<file path="config.mk">
export PLATFORM = sky130hd
export DESIGN_NAME = fb_arbiter
export DESIGN_NICKNAME = d
export VERILOG_FILES = /design/src/rtl/fb_pkg.sv /design/src/rtl/fb_wr_fifo.sv /design/src/rtl/fb_arbiter.sv
export SDC_FILE = /design/constraint.sdc
export NUM_CORES = 1
export LEC_CHECK = 0
export ABC_AREA = 1
export ABC_CLOCK_PERIOD_IN_PS = 3350
export BUFFER_PORTS_ARGS = -buffer_cell sky130_fd_sc_hd__buf_4
export CAP_MARGIN = 40
export CORE_MARGIN = 2
export CORE_UTILIZATION = 45
export DETAILED_ROUTE_END_ITERATION = 8
export HOLD_SLACK_MARGIN = 0.06
export PLACE_DENSITY = 0.71
export SYNTH_ARGS = -nofsm -noshare
export SYNTH_HDL_FRONTEND = slang
export SYNTH_SLANG_ARGS = --single-unit
</file>
<file path="constraint.sdc">
create_clock -name clk -period 3.35 [get_ports clk]
set_input_delay 0.5025 -clock clk [delete_from_list [all_inputs] [get_ports clk]]
set_output_delay 0.5025 -clock clk [all_outputs]
set_load 0.05 [all_outputs]
</file>
<file path="src/rtl/fb_pkg.sv">
// Shared constants, enums and helpers for the LCD framebuffer arbiter.
// Latency: n/a (types and a combinational helper only).
// Backpressure: n/a.
package fb_pkg;

  localparam int              ADDR_W   = 11;
  localparam logic [7:0]      FB_WIDTH = 8'd240;
  localparam int              FB_PAGES = 8;
  localparam logic [ADDR_W-1:0] FB_BYTES = 11'd1920;
  localparam logic [ADDR_W-1:0] FB_LAST  = 11'd1919;

  typedef enum logic [2:0] {
    GNT_NONE,
    GNT_LCD,
    GNT_WR,
    GNT_RD,
    GNT_CLR
  } gnt_t;

  typedef enum logic [1:0] {
    CLR_IDLE,
    CLR_RUN,
    CLR_DONE
  } clr_state_t;

  // Who owns the RAM data returning two cycles after a grant.
  typedef enum logic [1:0] {
    TAG_NONE,
    TAG_LCD,
    TAG_HOST
  } tag_t;

  typedef struct packed {
    logic [ADDR_W-1:0] addr;
    logic [7:0]        data;
  } wr_entry_t;

  // page*240 + x without a multiplier: (page<<8) - (page<<4) + x.
  function automatic logic [ADDR_W-1:0] page_addr(input logic [2:0] page,
                                                   input logic [7:0] x);
    page_addr = {page, 8'd0} - {4'd0, page, 4'd0} + {3'd0, x};
  endfunction

endpackage

</file>
<file path="src/rtl/fb_wr_fifo.sv">
// Generic synchronous FIFO with full/empty flags; pop_data shows the head entry.
// Latency: a pushed entry is visible at the head the cycle after the push.
// Backpressure: pushes while full and pops while empty are ignored.
//   ports: clk, reset (sync, active-high); push/push_data; pop/pop_data; full, empty
module fb_wr_fifo #(
  parameter int DEPTH = 4,
  parameter int WIDTH = 19
) (
  input  logic             clk,
  input  logic             reset,
  input  logic             push,
  input  logic [WIDTH-1:0] push_data,
  input  logic             pop,
  output logic [WIDTH-1:0] pop_data,
  output logic             full,
  output logic             empty
);

  localparam int PTR_W = $clog2(DEPTH);
  localparam logic [PTR_W:0] PTR_ONE = 1;

  logic [WIDTH-1:0] mem [DEPTH];
  // One extra pointer bit separates full from empty when the indices match.
  logic [PTR_W:0]   wr_ptr;
  logic [PTR_W:0]   rd_ptr;

  assign empty    = (wr_ptr == rd_ptr);
  assign full     = (wr_ptr[PTR_W] != rd_ptr[PTR_W]) &&
                    (wr_ptr[PTR_W-1:0] == rd_ptr[PTR_W-1:0]);
  assign pop_data = mem[rd_ptr[PTR_W-1:0]];

  always_ff @(posedge clk) begin
    if (reset) begin
      wr_ptr <= '0;
      rd_ptr <= '0;
    end else begin
      if (push && !full) wr_ptr <= wr_ptr + PTR_ONE;
      if (pop && !empty) rd_ptr <= rd_ptr + PTR_ONE;
    end
  end

  always_ff @(posedge clk) begin
    if (push && !full) mem[wr_ptr[PTR_W-1:0]] <= push_data;
  end

endmodule

</file>
<file path="src/rtl/fb_arbiter.sv">
// Single-port framebuffer RAM arbiter: LCD refresh > host write FIFO > host read > clear.
// Latency: read granted at t drives ram_addr at t; lcd_pixels / rd_data valid at t+2.
// Backpressure: wr_ready = FIFO not full; rd_ready only when LCD, FIFO and clear all idle.
//   ports: lcd_x/lcd_y -> lcd_pixels; wr_* host write stream; rd_* host random read;
//          clear_req/clear_value/busy whole-buffer fill; ram_* registered single-port RAM
module fb_arbiter
  import fb_pkg::*;
#(
  parameter int WR_FIFO_DEPTH = 4
) (
  input  logic              clk,
  input  logic              reset,
  input  logic [7:0]        lcd_x,
  input  logic [3:0]        lcd_y,
  output logic [7:0]        lcd_pixels,
  input  logic              wr_valid,
  output logic              wr_ready,
  input  logic [ADDR_W-1:0] wr_addr,
  input  logic [7:0]        wr_data,
  input  logic              rd_valid,
  output logic              rd_ready,
  input  logic [ADDR_W-1:0] rd_addr,
  output logic              rd_data_valid,
  output logic [7:0]        rd_data,
  input  logic              clear_req,
  input  logic [7:0]        clear_value,
  output logic              busy,
  output logic [ADDR_W-1:0] ram_addr,
  output logic              ram_we,
  output logic [7:0]        ram_wdata,
  input  logic [7:0]        ram_rdata
);

  logic [ADDR_W-1:0] lcd_addr, last_lcd_addr;
  logic              lcd_oor, lcd_pending, lcd_pending_n, lcd_req;
  logic [7:0]        lcd_pix_q;
  gnt_t              gnt;
  tag_t              tag_s1;
  logic              host_zero_s1;
  logic              wr_in_range, rd_in_range, wr_hit, clr_hit;

  clr_state_t        clr_state, clr_state_n;
  logic [ADDR_W-1:0] clr_addr, clr_addr_n;
  logic [7:0]        clr_val, clr_val_n;
  logic              clr_done;

  wr_entry_t         fifo_head, fifo_in;
  logic              fifo_full, fifo_empty, fifo_pop;

  assign fifo_in  = '{addr: wr_addr, data: wr_data};
  assign wr_ready = !reset && !fifo_full;
  assign fifo_pop = (gnt == GNT_WR);

  fb_wr_fifo #(
    .DEPTH (WR_FIFO_DEPTH),
    .WIDTH ($bits(wr_entry_t))
  ) u_wr_fifo (
    .clk       (clk),
    .reset     (reset),
    .push      (wr_valid && wr_ready),
    .push_data (fifo_in),
    .pop       (fifo_pop),
    .pop_data  (fifo_head),
    .full      (fifo_full),
    .empty     (fifo_empty)
  );

  assign lcd_addr    = page_addr(lcd_y[2:0], lcd_x);
  assign lcd_oor     = (lcd_x >= FB_WIDTH);
  assign wr_in_range = (fifo_head.addr < FB_BYTES);
  assign rd_in_range = (rd_addr < FB_BYTES);

  // The address compare is folded in combinationally so a new LCD position wins
  // the very cycle it appears; lcd_pending covers stale-data refreshes.
  assign lcd_req  = !reset && !lcd_oor && (lcd_pending || (lcd_addr != last_lcd_addr));
  assign busy     = !reset && (clr_state == CLR_RUN);
  assign rd_ready = !reset && rd_valid && !lcd_req && fifo_empty && !busy;

  always_comb begin
    gnt = GNT_NONE;
    if (lcd_req)                   gnt = GNT_LCD;
    else if (!reset && !fifo_empty) gnt = GNT_WR;
    else if (rd_ready)             gnt = GNT_RD;
    else if (busy)                 gnt = GNT_CLR;
  end

  // Out-of-range host accesses take their grant slot but leave the RAM port idle.
  always_comb begin
    ram_addr  = '0;
    ram_we    = 1'b0;
    ram_wdata = '0;
    case (gnt)
      GNT_LCD: ram_addr = lcd_addr;
      GNT_WR: begin
        if (wr_in_range) begin
          ram_addr  = fifo_head.addr;
          ram_we    = 1'b1;
          ram_wdata = fifo_head.data;
        end
      end
      GNT_RD:  if (rd_in_range) ram_addr = rd_addr;
      GNT_CLR: begin
        ram_addr  = clr_addr;
        ram_we    = 1'b1;
        ram_wdata = clr_val;
      end
      default: ;
    endcase
  end

  // Any write landing on the byte the panel is showing forces a re-read.
  assign wr_hit  = (gnt == GNT_WR) && wr_in_range && (fifo_head.addr == last_lcd_addr);
  assign clr_hit = (gnt == GNT_CLR) && (clr_addr == last_lcd_addr);
  assign lcd_pending_n = ((lcd_pending || (lcd_addr != last_lcd_addr)) && (gnt != GNT_LCD))
                         || wr_hit || clr_hit || clr_done;

  always_ff @(posedge clk) begin
    if (reset) begin
      last_lcd_addr <= '0;
      lcd_pending   <= 1'b1;
      tag_s1        <= TAG_NONE;
      host_zero_s1  <= 1'b0;
      lcd_pix_q     <= '0;
      rd_data_valid <= 1'b0;
      rd_data       <= '0;
    end else begin
      last_lcd_addr <= lcd_addr;
      lcd_pending   <= lcd_pending_n;
      case (gnt)
        GNT_LCD: tag_s1 <= TAG_LCD;
        GNT_RD:  tag_s1 <= TAG_HOST;
        default: tag_s1 <= TAG_NONE;
      endcase
      host_zero_s1  <= !rd_in_range;
      rd_data_valid <= (tag_s1 == TAG_HOST);
      if (tag_s1 == TAG_LCD)  lcd_pix_q <= ram_rdata;
      if (tag_s1 == TAG_HOST) rd_data   <= host_zero_s1 ? 8'd0 : ram_rdata;
    end
  end

  assign lcd_pixels = lcd_oor ? 8'd0 : lcd_pix_q;

  // Clear sequencer. A FIFO write landing mid-clear ahead of clr_addr is later
  // overwritten by the fill; host traffic order relative to a clear is not preserved.
  always_ff @(posedge clk) begin
    if (reset) begin
      clr_state <= CLR_IDLE;
      clr_addr  <= '0;
      clr_val   <= '0;
    end else begin
      clr_state <= clr_state_n;
      clr_addr  <= clr_addr_n;
      clr_val   <= clr_val_n;
    end
  end

  always_comb begin
    clr_state_n = clr_state;
    clr_addr_n  = clr_addr;
    clr_val_n   = clr_val;
    clr_done    = 1'b0;
    case (clr_state)
      CLR_IDLE: begin
        if (clear_req) begin
          clr_val_n   = clear_value;
          clr_addr_n  = '0;
          clr_state_n = CLR_RUN;
        end
      end
      CLR_RUN: begin
        if (gnt == GNT_CLR) begin
          clr_addr_n = clr_addr + 11'd1;
          if (clr_addr == FB_LAST) clr_state_n = CLR_DONE;
        end
      end
      CLR_DONE: begin
        clr_done    = 1'b1;
        clr_state_n = CLR_IDLE;
      end
      default: clr_state_n = CLR_IDLE;
    endcase
  end

endmodule

</file>
==> results.toml <==
[status]
status = "finished, final reports clean"

[drt]
wl_per_cell_um = 15.6
drt-total-wl_um = 17100
vias_per_cell = 5.22
postRouteAntennaNets = 0
first_pass_iters = 5
drcViolationCount = 0
drt_iter0_markers = 419
vias = 5721

[hold_path]
whs_path_depth = 1
min_to = "u_wr_fifo.mem[1][12]$_DFFE_PP_"
hold_class = "in2reg"
min_from = "wr_addr[4]"

[pwr]
peakVddDrop_uv = 383
power.density_mw_per_mm2 = 531
p_leak_nw = 3.56

[synthesis]
syn_inst = 777
synth_xor_area_share_pct = 3.21
yosysSeqAreaShare_pct = 53.5
synth_fp_nets = 849
netlist-cell-type-count = 30
synth.avg_cell_area_um2 = 8.43
synth-simple-area-share_pct = 26.5
synth-compound-area-share_pct = 8.10
synth_warnings = 0
synth_top_family_by_area = "simple AND/OR/NAND/NOR gates"
synth_seq_cells = 137
synthAdderAreaFrac_pct = 1.72
syn-cell-area_mm2 = 0.00655
synth_mux_area_share_pct = 0

[placed_design]
port_buffers = 101
placed_area_mm2 = 0.00766
gp_congestion = 0.849
dpl.hpwl_um = 11600
dp_slack_ns = 0.0252

[critical_path]
endpoint_kind = "primary output"
rrSetupSlack_ns = 1.13
arrival_ns = 2.72
cp.required_ns = 2.85
path_max_fanout = 5
rr_worst_depth = 17
critPathKind = "in2out"
reg2reg_to = "clr_addr[1]$_SDFFE_PP0P_"
start_kind = "input pin"
reg2reg_from = "last_lcd_addr[4]$_SDFF_PP0_"

[die]
rows = 44
dieArea_mm2 = 0.0155
die_width_um = 125
start_util_pct = 45.6
fp.coreArea_mm2 = 0.0144
ios = 103
die_y_um = 125

[clock_tree]
clk_pin_slew_ns = 0.06
clock_tree.root_cell = "clkbuf_16"
cts_tree = "done"
clockBufferDepth = 2
holdBufCountCts = 0
numClockSinks = 137
cts_max_level = 4
clkLatencyLatePin_ns = 0.42
numCtsBuffers = 17

[final_layout]
n_antenna_cell = 0
fillers = 1265
nets = 971
final_area_mm2 = 0.00836
drive_gt1_share_pct = 21.8
syn2layout_area_growth_pct = 27.6

[grt]
grt_max_degree = 39
grt_use_total_pct = 22.1
grt_pass1_vias = 5340
gr-total-overflow = 0
grt_pass1_wl_um = 27000
antenna_found_initial = 0

[timing]
slew_violations = 0
tightest_slew_ns = 0.682
setup_viol = 0
max-slew-margin-rel_pct = 54.4
clock_skew_ns = 0.0106
period_needed_ns = 3.22
finalHoldViolCount = 0
finalCritPeriodShare_pct = 96.2
final.setup.worst_slack_ns = 0.127
fmaxAchievable_mhz = 310

[job]
maxCapViolations = 0
worst max-delay path, cell delays in order:
cell     delay, ns
buf_4         0.11
inv_2         0.05
ha_4          0.28
nand2_2       0.05
nor2_2        0.17
nor2_4        0.08
nand3_2       0.11
nand2_1       0.08
nand3_1       0.07
nand2_1       0.06
nor2_1        0.12
nand2_2       0.10
nand2_4       0.11
nand2_1       0.08
buf_4         0.16
o21ai_0       0.32
buf_4         0.27
how the worst max path moves through the flow:
stage          slack (ns)            to  startpoint  depth (start not counted)
2_1_floorplan       -0.20  ram_wdata[0]    lcd_y[2]                         16
3_3_place_gp         0.02   ram_addr[2]    lcd_y[2]                         20
3_5_place_dp         0.03   ram_addr[2]    lcd_y[2]                         20
4_1_cts              0.01   ram_addr[5]    lcd_y[2]                         20
5_1_grt             -0.02   ram_addr[5]    lcd_y[1]                         19
6_report             0.13        ram_we    lcd_y[1]                         17
repair_timing:
item                                    CTS  global route
gates resized for setup                   0            22
setup buffers                             0             5
endpoints found under the setup margin    0            20
kinds of logic after synthesis:
family / after synthesis
simple gates: 391
flops: 137
buf+inv: 116
compound gates: 100
xor+xnor: 24
fa+ha+maj: 9
per-layer routing:
layer	share of wire, %	GRT usage (%)	wire length (um)	vias up
li1	-	-	-	2854
met1	45	29.5	7700	2678
met2	48	35.5	8210	165
met3	4.9	4.21	832	24
met4	2.3	8.86	401	0
met5	0	0	0	-
sequential cells by signal, indices dropped and copies added (netlist names), named ones only:
name,count
lcd_pix_q,8
clr_addr,11
last_lcd_addr,11
u_wr_fifo.wr_ptr,3
rd_data_valid,1
tag_s1,2
clr_val,8
host_zero_s1,1
clr_state,2
u_wr_fifo.rd_ptr,3
u_wr_fifo.mem,76
lcd_pending,1
rd_data,8
stage by stage:
stage	total power, mW	util (%)	TNS (ns)	instances	hold slack, ns
floorplan	2.36	-	-1.70	777	0.425
global placement	2.61	53.2	0	1058	0.432
detailed placement	2.62	53.3	0	1059	0.438
CTS	4.43	57.3	0	1091	0.272
global route	4.61	58.2	-0.0330	1096	0.272
finish	4.44	58.2	0	1096	0.281
cells in the final DEF, fill, tap and decap left out, types with 2 or more instances in the layout:
cell	Yosys	layout
nand3_1	87	87
nor4_1	3	3
buf_12	0	2
inv_2	0	4
clkbuf_1	26	2
nor2_1	80	80
clkbuf_16	0	17
buf_4	1	135
nand2_4	1	4
nor2_2	3	2
buf_6	2	4
xnor2_1	3	3
ha_4	0	3
nor3_1	5	5
a32o_1	4	4
nand2_1	167	159
ha_1	9	6
nor2_4	1	2
xor2_1	21	21
nand4_1	34	34
dfxtp_1	61	61
inv_1	77	73
o22ai_1	8	8
bufinv_16	0	2
nand3_2	2	2
clkinv_2	0	4
a21oi_1	41	41
nand2_2	5	10
inv_6	0	5
edfxtp_1	76	76
o21ai_0	47	47
layout make-up:
cell class | instances | area (um2) | share of cell area, %
Tap cell | 184 | 230 | 2.75
Sequential cell | 137 | 3500 | 41.9
Inverter | 78 | 293 | 3.50
Multi-Input combinational cell | 524 | 2660 | 31.9
Clock buffer | 19 | 433 | 5.18
Timing Repair Buffer | 141 | 1100 | 13.1
Clock inverter | 13 | 140 | 1.68
power breakdown:
group / leakage (nW) / switching [mW] / internal (mW)
combinational: 2.08 / 0.487 / 0.261
clock: 0.283 / 0.723 / 1.10
sequential: 1.19 / 0.0315 / 1.84
cells in the mapped netlist (all sizes together):
cell type / number / area [um2]
nand2: 173 / 669
nand3: 89 / 455
nor2: 84 / 330
inv: 77 / 289
edfxtp: 76 / 2280
dfxtp: 61 / 1220
o21ai: 47 / 235
a21oi: 41 / 205
nand4: 34 / 213
clkbuf: 26 / 97.6
xor2: 21 / 184
buf: 12 / 71.3
ha: 9 / 113
o22ai: 8 / 50.1
nor3: 5 / 25.0
a32o: 4 / 40.0
nor4: 3 / 18.8
xnor2: 3 / 26.3
clkinv: 1 / 3.75
nand3b: 1 / 7.51
nor3b: 1 / 7.51
or2: 1 / 6.26
No activity file was read; power rests on OpenSTA's default activity.
